<file path="config.mk">
export PLATFORM = sky130hd
export DESIGN_NAME = alu_op_sequencer
export DESIGN_NICKNAME = d
export VERILOG_FILES = /design/src/rtl/alu_pkg.sv /design/src/rtl/alu_cmd_fifo.sv /design/src/rtl/alu_op_sequencer.sv
export SDC_FILE = /design/constraint.sdc
export NUM_CORES = 1
export LEC_CHECK = 0
export ABC_AREA = 1
export CAP_MARGIN = 10
export CORE_MARGIN = 2
export CORE_UTILIZATION = 45
export CTS_CLUSTER_DIAMETER = 200
export CTS_CLUSTER_SIZE = 8
export DETAILED_ROUTE_END_ITERATION = 16
export PLACE_DENSITY = 0.79
export SLEW_MARGIN = 20
export SYNTH_ARGS = -nofsm -noshare
export SYNTH_HDL_FRONTEND = slang
export SYNTH_SLANG_ARGS = --single-unit
</file>
<file path="constraint.sdc">
create_clock -name clk -period 3.65 [get_ports clk]
set_input_delay 0.73 -clock clk [delete_from_list [all_inputs] [get_ports clk]]
set_output_delay 0.73 -clock clk [all_outputs]
set_load 0.01 [all_outputs]
</file>
<file path="src/rtl/alu_pkg.sv">
// rtl/alu_pkg.sv - shared opcodes, widths, FSM encoding and opcode legality for the ALU sequencer
package alu_pkg;

    localparam int DATA_W = 16;

    localparam logic [3:0] OP_AND   = 4'b0000;
    localparam logic [3:0] OP_OR    = 4'b0001;
    localparam logic [3:0] OP_NOT   = 4'b0010;
    localparam logic [3:0] OP_XOR   = 4'b0011;
    localparam logic [3:0] OP_NAND  = 4'b0100;
    localparam logic [3:0] OP_NOR   = 4'b0101;
    localparam logic [3:0] OP_XNOR  = 4'b0110;
    localparam logic [3:0] OP_ADD   = 4'b1000;
    localparam logic [3:0] OP_SUB   = 4'b1001;
    localparam logic [3:0] OP_SHR   = 4'b1010;
    localparam logic [3:0] OP_SHL   = 4'b1011;
    localparam logic [3:0] OP_CLEAR = 4'b1111;

    typedef enum logic [1:0] {
        ST_IDLE  = 2'd0,
        ST_ISSUE = 2'd1,
        ST_WAIT  = 2'd2,
        ST_HOLD  = 2'd3
    } seq_state_t;

    function automatic logic is_legal_op(input logic [3:0] opcode);
        case (opcode)
            OP_AND, OP_OR, OP_NOT, OP_XOR, OP_NAND, OP_NOR, OP_XNOR,
            OP_ADD, OP_SUB, OP_SHR, OP_SHL, OP_CLEAR: return 1'b1;
            default: return 1'b0;
        endcase
    endfunction

endpackage

</file>
<file path="src/rtl/alu_cmd_fifo.sv">
// rtl/alu_cmd_fifo.sv - synchronous command FIFO with wrap-bit pointers and async active-low reset
module alu_cmd_fifo #(
    parameter int WIDTH = 36,
    parameter int DEPTH = 4
) (
    input  logic             clk,
    input  logic             rst_n,
    input  logic             push,
    input  logic [WIDTH-1:0] push_data,
    input  logic             pop,
    output logic [WIDTH-1:0] pop_data,
    output logic             full,
    output logic             empty
);

    localparam int AW = $clog2(DEPTH);

    logic [AW:0]      wr_ptr;
    logic [AW:0]      rd_ptr;
    logic [WIDTH-1:0] mem [DEPTH];
    logic             do_push;
    logic             do_pop;

    // A push is refused while full even if a pop frees a slot in the same cycle.
    assign do_push = push && !full;
    assign do_pop  = pop && !empty;

    assign full  = (wr_ptr[AW] != rd_ptr[AW]) && (wr_ptr[AW-1:0] == rd_ptr[AW-1:0]);
    assign empty = (wr_ptr == rd_ptr);

    assign pop_data = mem[rd_ptr[AW-1:0]];

    always_ff @(posedge clk or negedge rst_n) begin
        if (!rst_n) begin
            wr_ptr <= '0;
            rd_ptr <= '0;
        end else begin
            if (do_push) begin
                wr_ptr <= wr_ptr + (AW+1)'(1);
            end
            if (do_pop) begin
                rd_ptr <= rd_ptr + (AW+1)'(1);
            end
        end
    end

    always_ff @(posedge clk) begin
        if (do_push) begin
            mem[wr_ptr[AW-1:0]] <= push_data;
        end
    end

    a_no_pop_empty: assert property (@(posedge clk) disable iff (!rst_n) !(pop && empty));

endmodule

</file>
<file path="src/rtl/alu_op_sequencer.sv">
// rtl/alu_op_sequencer.sv - single-issue command front-end that drives the ALU and returns its result
module alu_op_sequencer
    import alu_pkg::*;
#(
    parameter int DATA_W      = alu_pkg::DATA_W,
    parameter int FIFO_DEPTH  = 4,
    parameter int ALU_LATENCY = 2
) (
    input  logic              clk,
    input  logic              rst_n,
    input  logic              cmd_valid,
    output logic              cmd_ready,
    input  logic [3:0]        cmd_opcode,
    input  logic [DATA_W-1:0] cmd_a,
    input  logic [DATA_W-1:0] cmd_b,
    output logic [3:0]        alu_opcode,
    output logic [DATA_W-1:0] alu_a,
    output logic [DATA_W-1:0] alu_b,
    input  logic [DATA_W-1:0] alu_result,
    output logic              res_valid,
    input  logic              res_ready,
    output logic [DATA_W-1:0] res_data,
    output logic [3:0]        res_opcode,
    output logic              busy,
    output logic              err_illegal
);

    localparam int CMD_W = 4 + 2*DATA_W;
    localparam int CNT_W = (ALU_LATENCY > 1) ? $clog2(ALU_LATENCY + 1) : 1;

    seq_state_t        state;
    seq_state_t        state_nxt;
    logic [CNT_W-1:0]  wait_cnt;
    logic [CNT_W-1:0]  wait_cnt_nxt;
    logic [3:0]        alu_opcode_nxt;
    logic [DATA_W-1:0] alu_a_nxt;
    logic [DATA_W-1:0] alu_b_nxt;
    logic              res_valid_nxt;
    logic [DATA_W-1:0] res_data_nxt;
    logic [3:0]        res_opcode_nxt;
    logic              err_illegal_nxt;

    logic              fifo_pop;
    logic              fifo_full;
    logic              fifo_empty;
    logic [CMD_W-1:0]  fifo_head;
    logic [3:0]        head_opcode;
    logic [DATA_W-1:0] head_a;
    logic [DATA_W-1:0] head_b;

    alu_cmd_fifo #(
        .WIDTH (CMD_W),
        .DEPTH (FIFO_DEPTH)
    ) u_cmd_fifo (
        .clk       (clk),
        .rst_n     (rst_n),
        .push      (cmd_valid),
        .push_data ({cmd_opcode, cmd_a, cmd_b}),
        .pop       (fifo_pop),
        .pop_data  (fifo_head),
        .full      (fifo_full),
        .empty     (fifo_empty)
    );

    assign head_opcode = fifo_head[CMD_W-1 -: 4];
    assign head_a      = fifo_head[2*DATA_W-1 -: DATA_W];
    assign head_b      = fifo_head[DATA_W-1:0];

    assign cmd_ready = !fifo_full;
    assign busy      = (state != ST_IDLE) || !fifo_empty;

    always_comb begin
        state_nxt       = state;
        wait_cnt_nxt    = wait_cnt;
        alu_opcode_nxt  = alu_opcode;
        alu_a_nxt       = alu_a;
        alu_b_nxt       = alu_b;
        res_valid_nxt   = res_valid;
        res_data_nxt    = res_data;
        res_opcode_nxt  = res_opcode;
        err_illegal_nxt = 1'b0;
        fifo_pop        = 1'b0;

        case (state)
            ST_IDLE: begin
                if (!fifo_empty) begin
                    fifo_pop  = 1'b1;
                    alu_a_nxt = head_a;
                    alu_b_nxt = head_b;
                    // Unknown opcodes are neutralised to CLEAR so the ALU never sees them.
                    if (is_legal_op(head_opcode)) begin
                        alu_opcode_nxt = head_opcode;
                    end else begin
                        alu_opcode_nxt  = OP_CLEAR;
                        err_illegal_nxt = 1'b1;
                    end
                    state_nxt = ST_ISSUE;
                end
            end
            ST_ISSUE: begin
                wait_cnt_nxt = CNT_W'(ALU_LATENCY - 1);
                state_nxt    = ST_WAIT;
            end
            ST_WAIT: begin
                if (wait_cnt == '0) begin
                    res_data_nxt   = alu_result;
                    res_opcode_nxt = alu_opcode;
                    res_valid_nxt  = 1'b1;
                    state_nxt      = ST_HOLD;
                end else begin
                    wait_cnt_nxt = wait_cnt - CNT_W'(1);
                end
            end
            ST_HOLD: begin
                if (res_ready) begin
                    res_valid_nxt = 1'b0;
                    state_nxt     = ST_IDLE;
                end
            end
            default: begin
                state_nxt = ST_IDLE;
            end
        endcase
    end

    always_ff @(posedge clk or negedge rst_n) begin
        if (!rst_n) begin
            state       <= ST_IDLE;
            wait_cnt    <= '0;
            alu_opcode  <= OP_CLEAR;
            alu_a       <= '0;
            alu_b       <= '0;
            res_valid   <= 1'b0;
            res_data    <= '0;
            res_opcode  <= 4'b0000;
            err_illegal <= 1'b0;
        end else begin
            state       <= state_nxt;
            wait_cnt    <= wait_cnt_nxt;
            alu_opcode  <= alu_opcode_nxt;
            alu_a       <= alu_a_nxt;
            alu_b       <= alu_b_nxt;
            res_valid   <= res_valid_nxt;
            res_data    <= res_data_nxt;
            res_opcode  <= res_opcode_nxt;
            err_illegal <= err_illegal_nxt;
        end
    end

endmodule

</file>
## Word level (Yosys, flattened, before mapping)

Memory sizes are Yosys's and may differ from the RTL's.
Cells that the tools add are included.

- Bits in writable memories: 144
- Latch bits: 0
- ROM bits: 16
- Memories kept: 2
- Output and inout port bits: 60
- Register bits after elaboration: 68

- Add/sub/neg operators: 3
- Reduce and logical (&&, ||, !) cells: 16
- Multiply operators: 0
- Bitwise operators: 1
- $lt $le $gt $ge: 0
- Eq/ne operators: 10
- Shifts and indexed selects: 0
- Muxes and demuxes: 19
- Divide/modulo/power cells: 0

Memory list:

| memory | depth | bits a word | read ports | clocked after Yosys merged registers in | wr ports | line | text |
|---|---|---|---|---|---|---|---|
| u_cmd_fifo.mem | 4 | 36 | 1 | 0 | 1 | alu_cmd_fifo.sv:20 | `logic [WIDTH-1:0] mem [DEPTH];` |
| (no name shown) | 16 | 1 | 1 | 0 | 0 | alu_pkg.sv:27 | `case (opcode)` |

Operator list:

| operator | count |
|---|---|
| two-way mux 1 bit | 11 |
| two-way mux 2 bit | 4 |
| != test 2 bit (second input constant) | 4 |
| case mux 2 bit (4 select lines) | 1 |
| adder 3 x 1 -> 3 bit (second input constant) | 2 |
| AND reduction 2 bit | 3 |
| AND reduction 3 bit | 2 |
| nonzero test 2 bit | 3 |
| == test 2 bit (second input constant) | 2 |
| logical NOT 2 bit | 2 |
| two-way mux 4 bit | 1 |
| case mux 2 bit (2 select lines) | 1 |
| == test 3 bit | 1 |
| logical AND 1 bit | 3 |
| == test 2 x 1 -> 1 bit (second input constant) | 1 |
| == test 2 bit | 1 |
| logical NOT 1 bit | 2 |
| case mux 1 bit (2 select lines) | 1 |
| subtractor 2 x 1 -> 2 bit (second input constant) | 1 |
| logical OR 1 bit | 1 |
| != test 1 bit | 1 |
| NOT 1 bit | 1 |

## Depth between registers and ports, before layout

An unclocked memory read counts as a cell.

- Depth after elaboration: 7
- Gate-level depth with buffers: 10
- Gate-level depth less buffers: 9

## By module

From an unflattened synthesis, not the netlist that was laid out.

- Cells, all modules: 696
- Area, all modules: 8318.0 µm²

Modules (own cells, without submodules):

| module | instances | cells each | area an instance (µm²) |
|---|---|---|---|
| alu_cmd_fifo | 1 | 409 | 5811.8 |
| alu_op_sequencer | 1 | 287 | 2506.2 |

## Worst setup path before layout

OpenSTA, ideal clock, no wires.

- Path type: reg2reg
- Start point: register u_cmd_fifo.rd_ptr[0]
- End point: memory u_cmd_fifo.mem[3][0], enable pin
- Cell stages (with the launch flop): 6
- Setup slack: 691 ps
- Clock period less this slack: 2959 ps
- Arrival: 2529 ps
- Data required time: 3219 ps
- Cells stage by stage: dfrtp_1 -> buf_6 -> xnor2_2 -> nand3b_1 -> nand2_2 -> nor2_1

- Longest elaborated chain between the ends: 6

Ends and longest elaborated chain:

| element | line | text |
|---|---|---|
| from (decl) | alu_cmd_fifo.sv:19 | `logic [AW:0] rd_ptr;` |
| from (signal assigned) | alu_cmd_fifo.sv:42 | `rd_ptr <= rd_ptr + (AW+1)'(1);` |
| == test 2 bit | alu_cmd_fifo.sv:28 | `assign full = (wr_ptr[AW] != rd_ptr[AW]) && (wr_ptr[AW-1:0] == rd_ptr[AW-1:0]);` |
| logical AND 1 bit | alu_cmd_fifo.sv:28 |  |
| logical NOT 1 bit | -- |  |
| via cmd_ready | alu_op_sequencer.sv:12 | `output logic cmd_ready,` |
| logical AND 1 bit | alu_cmd_fifo.sv:25 | `assign do_push = push && !full;` |
| two-way mux 1 bit | alu_cmd_fifo.sv:48 | `if (do_push) begin` |
| two-way mux 1 bit (implied by the code) | alu_cmd_fifo.sv:49 | `mem[wr_ptr[AW-1:0]] <= push_data;` |
| to (decl) | alu_cmd_fifo.sv:20 |  |

The timed path passes the listed nets, and every way through them passes these cells.

## Final worst setup path

- Start point: register u_cmd_fifo.rd_ptr[0]
- End point: output port busy

- Longest elaborated chain between the ends: 3

Ends and longest elaborated chain:

| element | line | text |
|---|---|---|
| == test 3 bit | alu_cmd_fifo.sv:29 | `assign empty = (wr_ptr == rd_ptr);` |
| logical NOT 1 bit | alu_op_sequencer.sv:70 | `assign busy = (state != ST_IDLE) \|\| !fifo_empty;` |
| logical OR 1 bit | alu_op_sequencer.sv:70 |  |
| to (decl) | alu_op_sequencer.sv:24 | `output logic busy,` |

No other way between the ends.

==> flow_summary.toml <==
[floorplan]
rows = 49
die_x_um = 139
start_util_pct = 45.8
io_pins = 116
fp.coreArea_um2 = 18000
die-area_um2 = 19400
die_h_um = 139

[detailed_routing]
postRouteAntennaNets = 0
drc = 0
route.vias.total = 5476
viasPerCell = 5.15
drt_first_pass_iters = 5
post_drt_wl_per_cell_um = 16.8
routed_wl_um = 17900
drtIter0Drc = 386

[timing]
period_minus_slack_ns = 2.86
relSlewSlack_pct = 36.5
hold_viol = 0
finalSetupTns_ns = 0
fin_worst_skew_ns = 0.0166
maxSlewViolCount = 0
setup_slack_ns = 0.788
setup_violations = 0
fmax_ghz = 0.349
tightest_slew_ns = 0.952
rsz0062_at_grt = "no"
min_period_over_period_pct = 78.4

[final_layout]
nNetsFinal = 878
final_common_cell = "nand2_1"
diodes = 0
drive_above_1_share_pct = 6.59
nFillCells = 1426
syn_to_final_growth_pct = 27.3
layout_common_cells = "nand2_1 (187), edfxtp_1 (144), clkdlybuf4s50_1 (114), o21ai_0 (82), nor2_1 (71)"
instances_no_fill = 1064

[yosys]
ys_ff_latch = 212
yosys.area_share.adder_pct = 1.67
synth_warnings = 0
synth_xor_area_share_pct = 0.730
seq_area_frac_synth_pct = 73.3
synth.area.top_cells = "edfxtp_1 (53%), dfrtp_1 (19%), nand2_1 (8.5%)"
syn_area_um2 = 8230
syn_inst = 690
yosys.area_share.simple_pct = 12.9
synth_top_area_share_pct = 52.5
muxShareOfSynthArea_pct = 0
synth_nets = 757
synth-compound-area-share_pct = 7.60
synth_top_family_by_area = "simple AND/OR/NAND/NOR gates"
yosysTopAreaCell = "edfxtp_1"
synth_area_per_cell_um2 = 11.9
ys_types = 24

[clock_network]
clkTransAtPathRegs_ns = 0.05
cts.path.max_buffers = 3
worstSkewPairLatency_ns = 0.53
htree_levels = 1
cts_resized = 0
numCtsBuffers = 30
cts.sinks = 212
cts_setup_buffers = 0
tritoncts = "built"
cts_root_buf = "clkbuf_16"
hold_buffers = 0

[grt]
overflow = 0
grtUsageTotal_pct = 18.4
grt_max_degree = 74
grt_pass1_wl_um = 28700
grt_pass1_vias = 5497
antenna_found_initial = 0

[placement]
dpl.cell_count = 1008
dp_hpwl_um = 10200
portBuffers = 115
place_congestion = 0.740
post-place-ws_ns = 1.08

[critical_path]
endpoint_kind = "output pin"
crit_arrival_ns = 2.13
crit_fanout = 25
critPathKind = "reg -> out"
startpoint_type = "register"
reg2regPathDepth = 5
worstPathRequired_ns = 2.92
reg2reg_to = "alu_b[9]"
r2r_slack_ns = 1.04
timing.rr.start = "u_cmd_fifo.rd_ptr[0]"

[power]
seqPwrFrac_pct = 38.7
powerDensity_nw_per_um2 = 917
combPwrFrac_pct = 34.2
pwr-share-clk_pct = 27.1
peakVddDrop_mv = 0.472
internal_power_uw = 6310
p_leak_uw = 0.00414
p_sw_share_pct = 34.3
power.switching_uw = 3290

[worst_hold_path]
hold_path_class = "in -> async"

[job]
cap_violations = 0

[run_status]
outcome = "completed"
[worst max-delay path, cell delays in order (launching register included)]
cell             delay, ns
dfrtp_2               0.68
xnor2_2               0.19
nand4_1               0.18
clkdlybuf4s50_1       0.54
[through the flow]
| stage | hold WS, ns | cell area (um2) | utilization (%) | power (uW) |
|---|---|---|---|---|
| floorplan | 0.434 | 8230 | - | 5730 |
| global placement | 0.462 | 9580 | 53.3 | 6910 |
| detailed placement | 0.464 | 9580 | 53.3 | 7030 |
| CTS | 0.365 | 10500 | 58.3 | 9680 |
| global route | 0.418 | 10500 | 58.3 | 10200 |
| finish | 0.316 | 10500 | 58.3 | 9600 |
[logic make-up (layout without fill, tap and decap cells)]
family | count (synthesis) | count (layout)
flops | 212 | 212
simple gates | 276 | 276
compound gates | 117 | 117
xor+xnor | 6 | 6
buf+inv | 68 | 213
fa+ha+maj | 11 | 11
[per-layer routing]
layer / wire length [um] / global-route usage [%]
met5: 0 / 0
met4: 463 / 5.42
met3: 1320 / 3.65
met2: 8520 / 30.4
met1: 7570 / 24.9
[power by group through the flow]
stage	Clock (uW)	Sequential, uW	Combinational, uW
after detailed placement	0	3750	3270
final	2600	3720	3290
after global routing	2750	3790	3660
after floorplan	0	3830	1900
after CTS	2640	3720	3320
after global placement	0	3730	3180
[worst max path at each step]
stage	startpoint	end	slack (ns)	depth (start not counted)
finish	u_cmd_fifo.rd_ptr[0]	busy	0.79	3
global route	u_cmd_fifo.rd_ptr[0]	busy	0.69	3
CTS	u_cmd_fifo.rd_ptr[0]	busy	0.79	3
detailed placement	cmd_valid	u_cmd_fifo.mem[3][29]	1.08	4
global placement	cmd_valid	u_cmd_fifo.mem[1][10]	1.11	4
floorplan	u_cmd_fifo.rd_ptr[0]	u_cmd_fifo.mem[3][0]	0.69	5
[state kept, by name, indices dropped and copies added (netlist names)]
name               flops
u_cmd_fifo.wr_ptr      3
alu_b                 16
res_data              16
wait_cnt               2
res_valid              1
alu_a                 16
u_cmd_fifo.mem       144
u_cmd_fifo.rd_ptr      3
state                  2
res_opcode             4
alu_opcode             4
err_illegal            1
[synth_stat cells, drive strengths merged]
cell	n
nand2	189
edfxtp	144
o21ai	83
nor2	75
dfrtp	64
inv	33
o22ai	32
buf	18
clkbuf	15
ha	11
nand3	10
dfstp	4
xnor2	4
a21oi	2
clkinv	2
xor2	2
nand3b	1
nand4	1
[cell type report]
class / count / area (um2) / share of cell area [%]
inverters: 35 / 133 / 1.27
flip-flops and latches: 212 / 6030 / 57.6
repair buffers: 122 / 1210 / 11.6
well taps: 229 / 287 / 2.74
clock buffers: 55 / 866 / 8.27
multi-input cells: 410 / 1910 / 18.3
clock inverters: 1 / 30.0 / 0.287
No activity file was read; power rests on OpenSTA's default activity.
==> patch 1 (same flow settings) <==
Set the parameter `FIFO_DEPTH` to 2 (it was 4).
--- a/src/rtl/alu_op_sequencer.sv
+++ b/src/rtl/alu_op_sequencer.sv
@@ -3,7 +3,7 @@
     import alu_pkg::*;
 #(
     parameter int DATA_W      = alu_pkg::DATA_W,
-    parameter int FIFO_DEPTH  = 4,
+    parameter int FIFO_DEPTH  = 2,
     parameter int ALU_LATENCY = 2
 ) (
     input  logic              clk,
Behaviour: not the same (a bounded check fails within 4 cycles, from zero or initial values and one cycle with rst_n low).
==> patch 1 against the unedited design <==
Design area fell by 34%. Sequential cell count fell by 74. Die area fell by 36%. Routed wire length fell by 39%. Critical path depth rose by 2. Total power fell by 34%. Sequential share of layout area fell by 2.8 points. Worst setup slack improved by 0.17 ns. Hold slack improved by 0.11 ns. Synthesized area fell by 37%. Non-clock buffer count fell by 5. Clock skew fell by 0.0067 ns.
==> patch 1: results (changes against the unedited design) <==
* Status: finished clean
* Post-CTS setup buffers at 0 (unchanged)
* H-Tree Depth at 4 (+3)
* Largest net degree at the start of global routing at 67 (-9.5%)
* Vias per Instance at 4.946 (-3.9%)
* Clock Path Buffers at 2 (-1)
* Max reg flops at 72 (-50%)
* Gpl congestion at 0.8016 (+8.3%)
* Placed Cells at 676 (-33%)
* Wire per inst at 15.49 microns (-7.8%)
* Share of layout cells above drive strength 1 at 8.319% (+1.7 points)
* Initial antenna violation count at 0 (unchanged)
* Crit. Startpoint: u_cmd_fifo.rd_ptr[0]
* Reg clk slew, reported paths at 0.06 ns
* Hpwl dp at 6909 microns (-32%)
* Post-CTS sizing at 0 (unchanged)
* Syn_nets at 491 (-35%)
* Lkg Pwr at 0.002922 uW (-30%)
* Synth warnings at 0 (unchanged)
* Final ANT Viol Nets at 0 (unchanged)
* Total CTS buffers at 17 (-43%)
* Final setup viols at 0 (unchanged)
* First-pass GRT wire length at 17700 microns (-38%)
* Top post-synthesis cells by count: nand2_1, edfxtp_1, dfrtp_1
* Post-synthesis sequential area ratio at 73.95% (+0.67 points)
* Slew of the pin with the lowest slew margin at 0.8628 ns (-0.08939 ns)
* Drt pass-1 iters at 5 (unchanged)
* GR Util All Layers at 18.55% (+0.16 points)
* Root buffer cell: clkbuf_16
* WP data arrival at 1.96 ns (-0.17 ns)
* Gate Count Post-Synth at 429 (-38%)
* Asr flop ratio synth at 47.83% (+16 points)
* Port Buffers at 115 (unchanged)
* Ant diodes at 0 (unchanged)
* R2R Path Start: state[0]
* Post-synthesis cell type count at 22 (-8.3%)
* Fin. Hold Viols at 0 (unchanged)
* Clock latency on the worst-skew pair at 0.41 ns (-0.12 ns)
* DRC Markers at 0 (unchanged)
* Initial drt markers at 315 (-18%)
* Worst reg-to-reg setup slack at 1.30 ns (+0.26 ns)
* Post-synth EDFFs at 72 (-50%)
* HP Class: in2async
* Int Pwr at 4191 uW (-34%)
* Number of fill cells in the layout at 885 (-38%)
* Crit path max fanout at 9 (-64%)
* Main area contributors after synthesis: edfxtp_1, dfrtp_1, nand2_1
* Worst reg2reg path depth at 6 (+1)
* Critical path destination: busy
* Finished Layout Cells at 708 (-33%)
* R2R Path End: res_data[2]
* Worst vdd ir at 0.3976 mV (-16%)
* Vias in the first global route at 3650 (-34%)
* Post-layout nets at 614 (-30%)
* Max Clock Skew at 0.009877 ns (-0.006704 ns)
patch 1: cell count changes in the layout (fill, tap and decap cells not counted), moves of 14 or more:
cell / delta
nand3_1: +26
clkbuf_1: -24
edfxtp_1: -72
clkbuf_16: -14
o21ai_0: -69
o22ai_1: -32
nor2_1: -62
inv_1: -15
patch 1: per-stage QoR:
step	hold WS [ns]	total power (uW)	setup WS (ns)	utilization [%]	cell area, sq um
final	0.4268	6374	0.9628	61.52	6964
after global placement	0.4301	4725	1.366	56.64	6412
after detailed placement	0.4428	4831	1.307	56.64	6412
after floorplan	0.4287	3826	0.7282	-	5164
after global routing	0.4798	6779	0.8311	61.52	6964
after CTS	0.4565	6444	0.9151	61.52	6964
patch 1: worst max-delay path, cell delays in order, from the launching register on:
cell	delay, ns
dfrtp_1	0.63
inv_6	0.09
nand2_2	0.08
nand2_2	0.07
nand3_1	0.13
clkdlybuf4s50_1	0.56
patch 1: worst min-delay path by stage:
| stage | end | slack [ns] | cells past startpoint |
|---|---|---|---|
| global route | alu_b[0] | 0.48 | 2 |
| finish | wait_cnt[1] | 0.43 | 1 |
| floorplan | alu_a[0] | 0.43 | 0 |
| global placement | alu_a[15] | 0.43 | 2 |
| detailed placement | alu_b[7] | 0.44 | 2 |
| CTS | wait_cnt[1] | 0.46 | 1 |
patch 1: logic make-up (layout without fill, tap and decap cells):
group | count (synthesis) | after routing | share of synthesized area, %
flip-flops | 138 | 138 | 73.95
AO/OA/AOI/OAI | 17 | 17 | 1.648
adder cells (fa/ha/maj) | 6 | 6 | 1.454
AND/OR/NAND/NOR | 237 | 237 | 19.34
XOR/XNOR | 1 | 1 | 0.1696
buffers and inverters | 30 | 166 | 3.440
patch 1: area by class of cell:
class | count | area [sq um] | share of cell area (%)
Clock buffer | 17 | 425.4 | 6.109
Clock inverter | 15 | 126.4 | 1.815
Inverter | 17 | 68.82 | 0.9881
Multi-Input combinational cell | 261 | 1182 | 16.98
Sequential cell | 138 | 3819 | 54.83
Tap cell | 143 | 178.9 | 2.569
Timing Repair Buffer | 117 | 1164 | 16.71
patch 1: metal layers:
layer | track usage, % | up-vias | part of all wire [%]
met4 | 6.337 | 0 | 0.64
li1 | - | 1659 | -
met5 | 0 | - | 0
met2 | 31.00 | 136 | 50
met1 | 22.93 | 1702 | 42
met3 | 6.014 | 5 | 7.4
patch 1: power by group through the flow:
stage	combinational [uW]	sequential, uW	clock [uW]
5_1_grt	2450	2630	1690
3_5_place_dp	2230	2600	0
2_1_floorplan	1150	2670	0
6_report	2200	2580	1590
3_3_place_gp	2150	2580	0
4_1_cts	2240	2580	1620
==> patch 2 (same flow settings) <==
Made on the original files. `res_data` and `res_opcode` no longer have a reset.
--- a/src/rtl/alu_op_sequencer.sv
+++ b/src/rtl/alu_op_sequencer.sv
@@ -131,8 +131,6 @@
             alu_a       <= '0;
             alu_b       <= '0;
             res_valid   <= 1'b0;
-            res_data    <= '0;
-            res_opcode  <= 4'b0000;
             err_illegal <= 1'b0;
         end else begin
             state       <= state_nxt;
@@ -141,11 +139,14 @@
             alu_a       <= alu_a_nxt;
             alu_b       <= alu_b_nxt;
             res_valid   <= res_valid_nxt;
-            res_data    <= res_data_nxt;
-            res_opcode  <= res_opcode_nxt;
             err_illegal <= err_illegal_nxt;
         end
     end
 
+    always_ff @(posedge clk) begin
+        res_data   <= res_data_nxt;
+        res_opcode <= res_opcode_nxt;
+    end
+
 endmodule
 
Behaviour: differs if rst_n is asserted again (counterexample within 10 cycles, from zero or initial values and one cycle with rst_n low); with rst_n held inactive, the same outputs for 10 cycles.
==> patch 2 against the unedited design <==
Total power shrank 4.9%. Routed wire length shrank 9.8%. Sequential share of layout area grew 1.5 points. Largest power group unchanged. Critical path depth is the same. Sequential cell count is the same. Design area shrank 0.98%. Worst setup slack gained 0.13 ns. Synthesized area shrank 1.3%.
==> patch 2: results (changes against the unedited design) <==
* Status: finished clean
* HP Class: in2async
* Max Clock Skew at 0.01793 ns (+0.001344 ns)
* Initial drt markers at 445 (+15%)
* Vias per Instance at 5.082 (-1.2%)
* Grt met3 use at 3.014% (-0.63 points)
* R2R Path Start: u_cmd_fifo.rd_ptr[0]
* Post-Synth Adder-Cell Area at 1.695% (+0.022 points)
* Drt pass-1 iters at 4 (-1)
* Post-layout nets at 821 (-6.5%)
* Synth Area in XOR/XNOR at 0.8783% (+0.15 points)
* R2R Path End: alu_opcode[1]
* Ant diodes at 0 (unchanged)
* Post-CTS setup buffers at 0 (unchanged)
* Compound-cell area share of the yosys netlist at 7.396% (-0.21 points)
* Clock Path Buffers at 3 (unchanged)
* Main area contributors after synthesis: edfxtp_1, dfrtp_1, nand2_1
* First-pass GRT wire length at 25890 microns (-9.7%)
* Met3 routed WL at 996 microns (-24%)
* Synth warnings at 0 (unchanged)
* Total CTS buffers at 30 (unchanged)
* Share of layout cells above drive strength 1 at 7.198% (+0.61 points)
* Area after detailed placement at 9480 sq um (-1.0%)
* Hpwl dp at 9480 microns (-7.2%)
* Worst reg2reg path depth at 9 (+4)
* Top routing layer in use: met4
* Asr flop ratio synth at 22.64% (-9.4 points)
* Root buffer cell: clkbuf_16
* Wl on met1 at 6965 microns (-8.0%)
* Syn_nets at 696 (-8.1%)
* Worst reg-to-reg setup slack at 1.35 ns (+0.31 ns)
* GR Util All Layers at 16.64% (-1.7 points)
* WP data arrival at 2.00 ns (-0.13 ns)
* Top post-synthesis cells by count: edfxtp_1, nand2_1, nor2_1
* Post-synthesis sequential area ratio at 75.50% (+2.2 points)
* Met2 WL at 7756 microns (-9.0%)
* Number of fill cells in the layout at 1384 (-2.9%)
* Largest net degree at the start of global routing at 75 (+1.4%)
* Vias in the first global route at 5140 (-6.5%)
* Post-synth EDFFs at 164 (+14%)
* Slew of the pin with the lowest slew margin at 0.7355 ns (-0.2166 ns)
* M2 GR Usage at 27.64% (-2.8 points)
* Clock latency on the worst-skew pair at 0.53 ns (about the same)
* H-Tree Depth at 1 (unchanged)
* Lkg Pwr at 0.003944 uW (-4.9%)
* Post-Route WL at 16120 microns (-9.8%)
* Crit path max fanout at 4 (-84%)
* Worst hold slack at 0.1438 ns (-0.1725 ns)
* Int Pwr at 6103 uW (-3.3%)
* Gpl congestion at 0.7451 (+0.69%)
* Met1 usage at 22.21% (-2.7 points)
* Worst vdd ir at 0.5125 mV (+8.7%)
* Post-synthesis cell type count at 28 (+17%)
patch 2: changes by cell type after synthesis, sizes merged, moves of 3 or more:
cell    change
clkbuf      -3
dfrtp      -20
edfxtp     +20
nand2      -49
o21ai       -5
patch 2: area by class of cell:
| class | count | area share (%) |
|---|---|---|
| repair buffers | 122 | 11.68 |
| well taps | 229 | 2.763 |
| flip-flops and latches | 212 | 59.13 |
| multi-input cells | 355 | 16.60 |
| clock buffers | 56 | 8.590 |
| inverters | 33 | 1.243 |
patch 2: how the worst max path moves through the flow:
stage | startpoint | endpoint | slack [ns]
final | u_cmd_fifo.wr_ptr[1] | busy | 0.92
after floorplan | u_cmd_fifo.rd_ptr[2] | u_cmd_fifo.mem[0][0] | 0.68
after global placement | cmd_valid | u_cmd_fifo.mem[0][13] | 1.13
after CTS | u_cmd_fifo.wr_ptr[1] | busy | 0.89
after detailed placement | cmd_valid | u_cmd_fifo.mem[0][0] | 1.09
after global routing | u_cmd_fifo.wr_ptr[1] | busy | 0.80
patch 2: stage by stage:
stage | power (uW) | setup slack, ns | util [%] | instances
3_3_place_gp | 6543 | 1.128 | 53.03 | 950
2_1_floorplan | 5568 | 0.6824 | - | 629
6_report | 9134 | 0.9213 | 58.13 | 1007
4_1_cts | 9221 | 0.8884 | 58.13 | 1007
3_5_place_dp | 6645 | 1.088 | 53.14 | 951
5_1_grt | 9701 | 0.8040 | 58.13 | 1007
patch 2: critical path, cell delays in order, from the launching register on:
cell and delay, ns:
dfrtp_1 0.43, xnor2_1 0.30, nand4_1 0.20, clkdlybuf4s50_1 0.54
patch 2: power by group through the flow:
stage	combinational, uW	clock, uW	sequential, uW
finish	2970	2550	3620
detailed placement	2980	0	3660
global route	3320	2690	3690
CTS	3010	2590	3630
floorplan	1820	0	3750
global placement	2900	0	3640
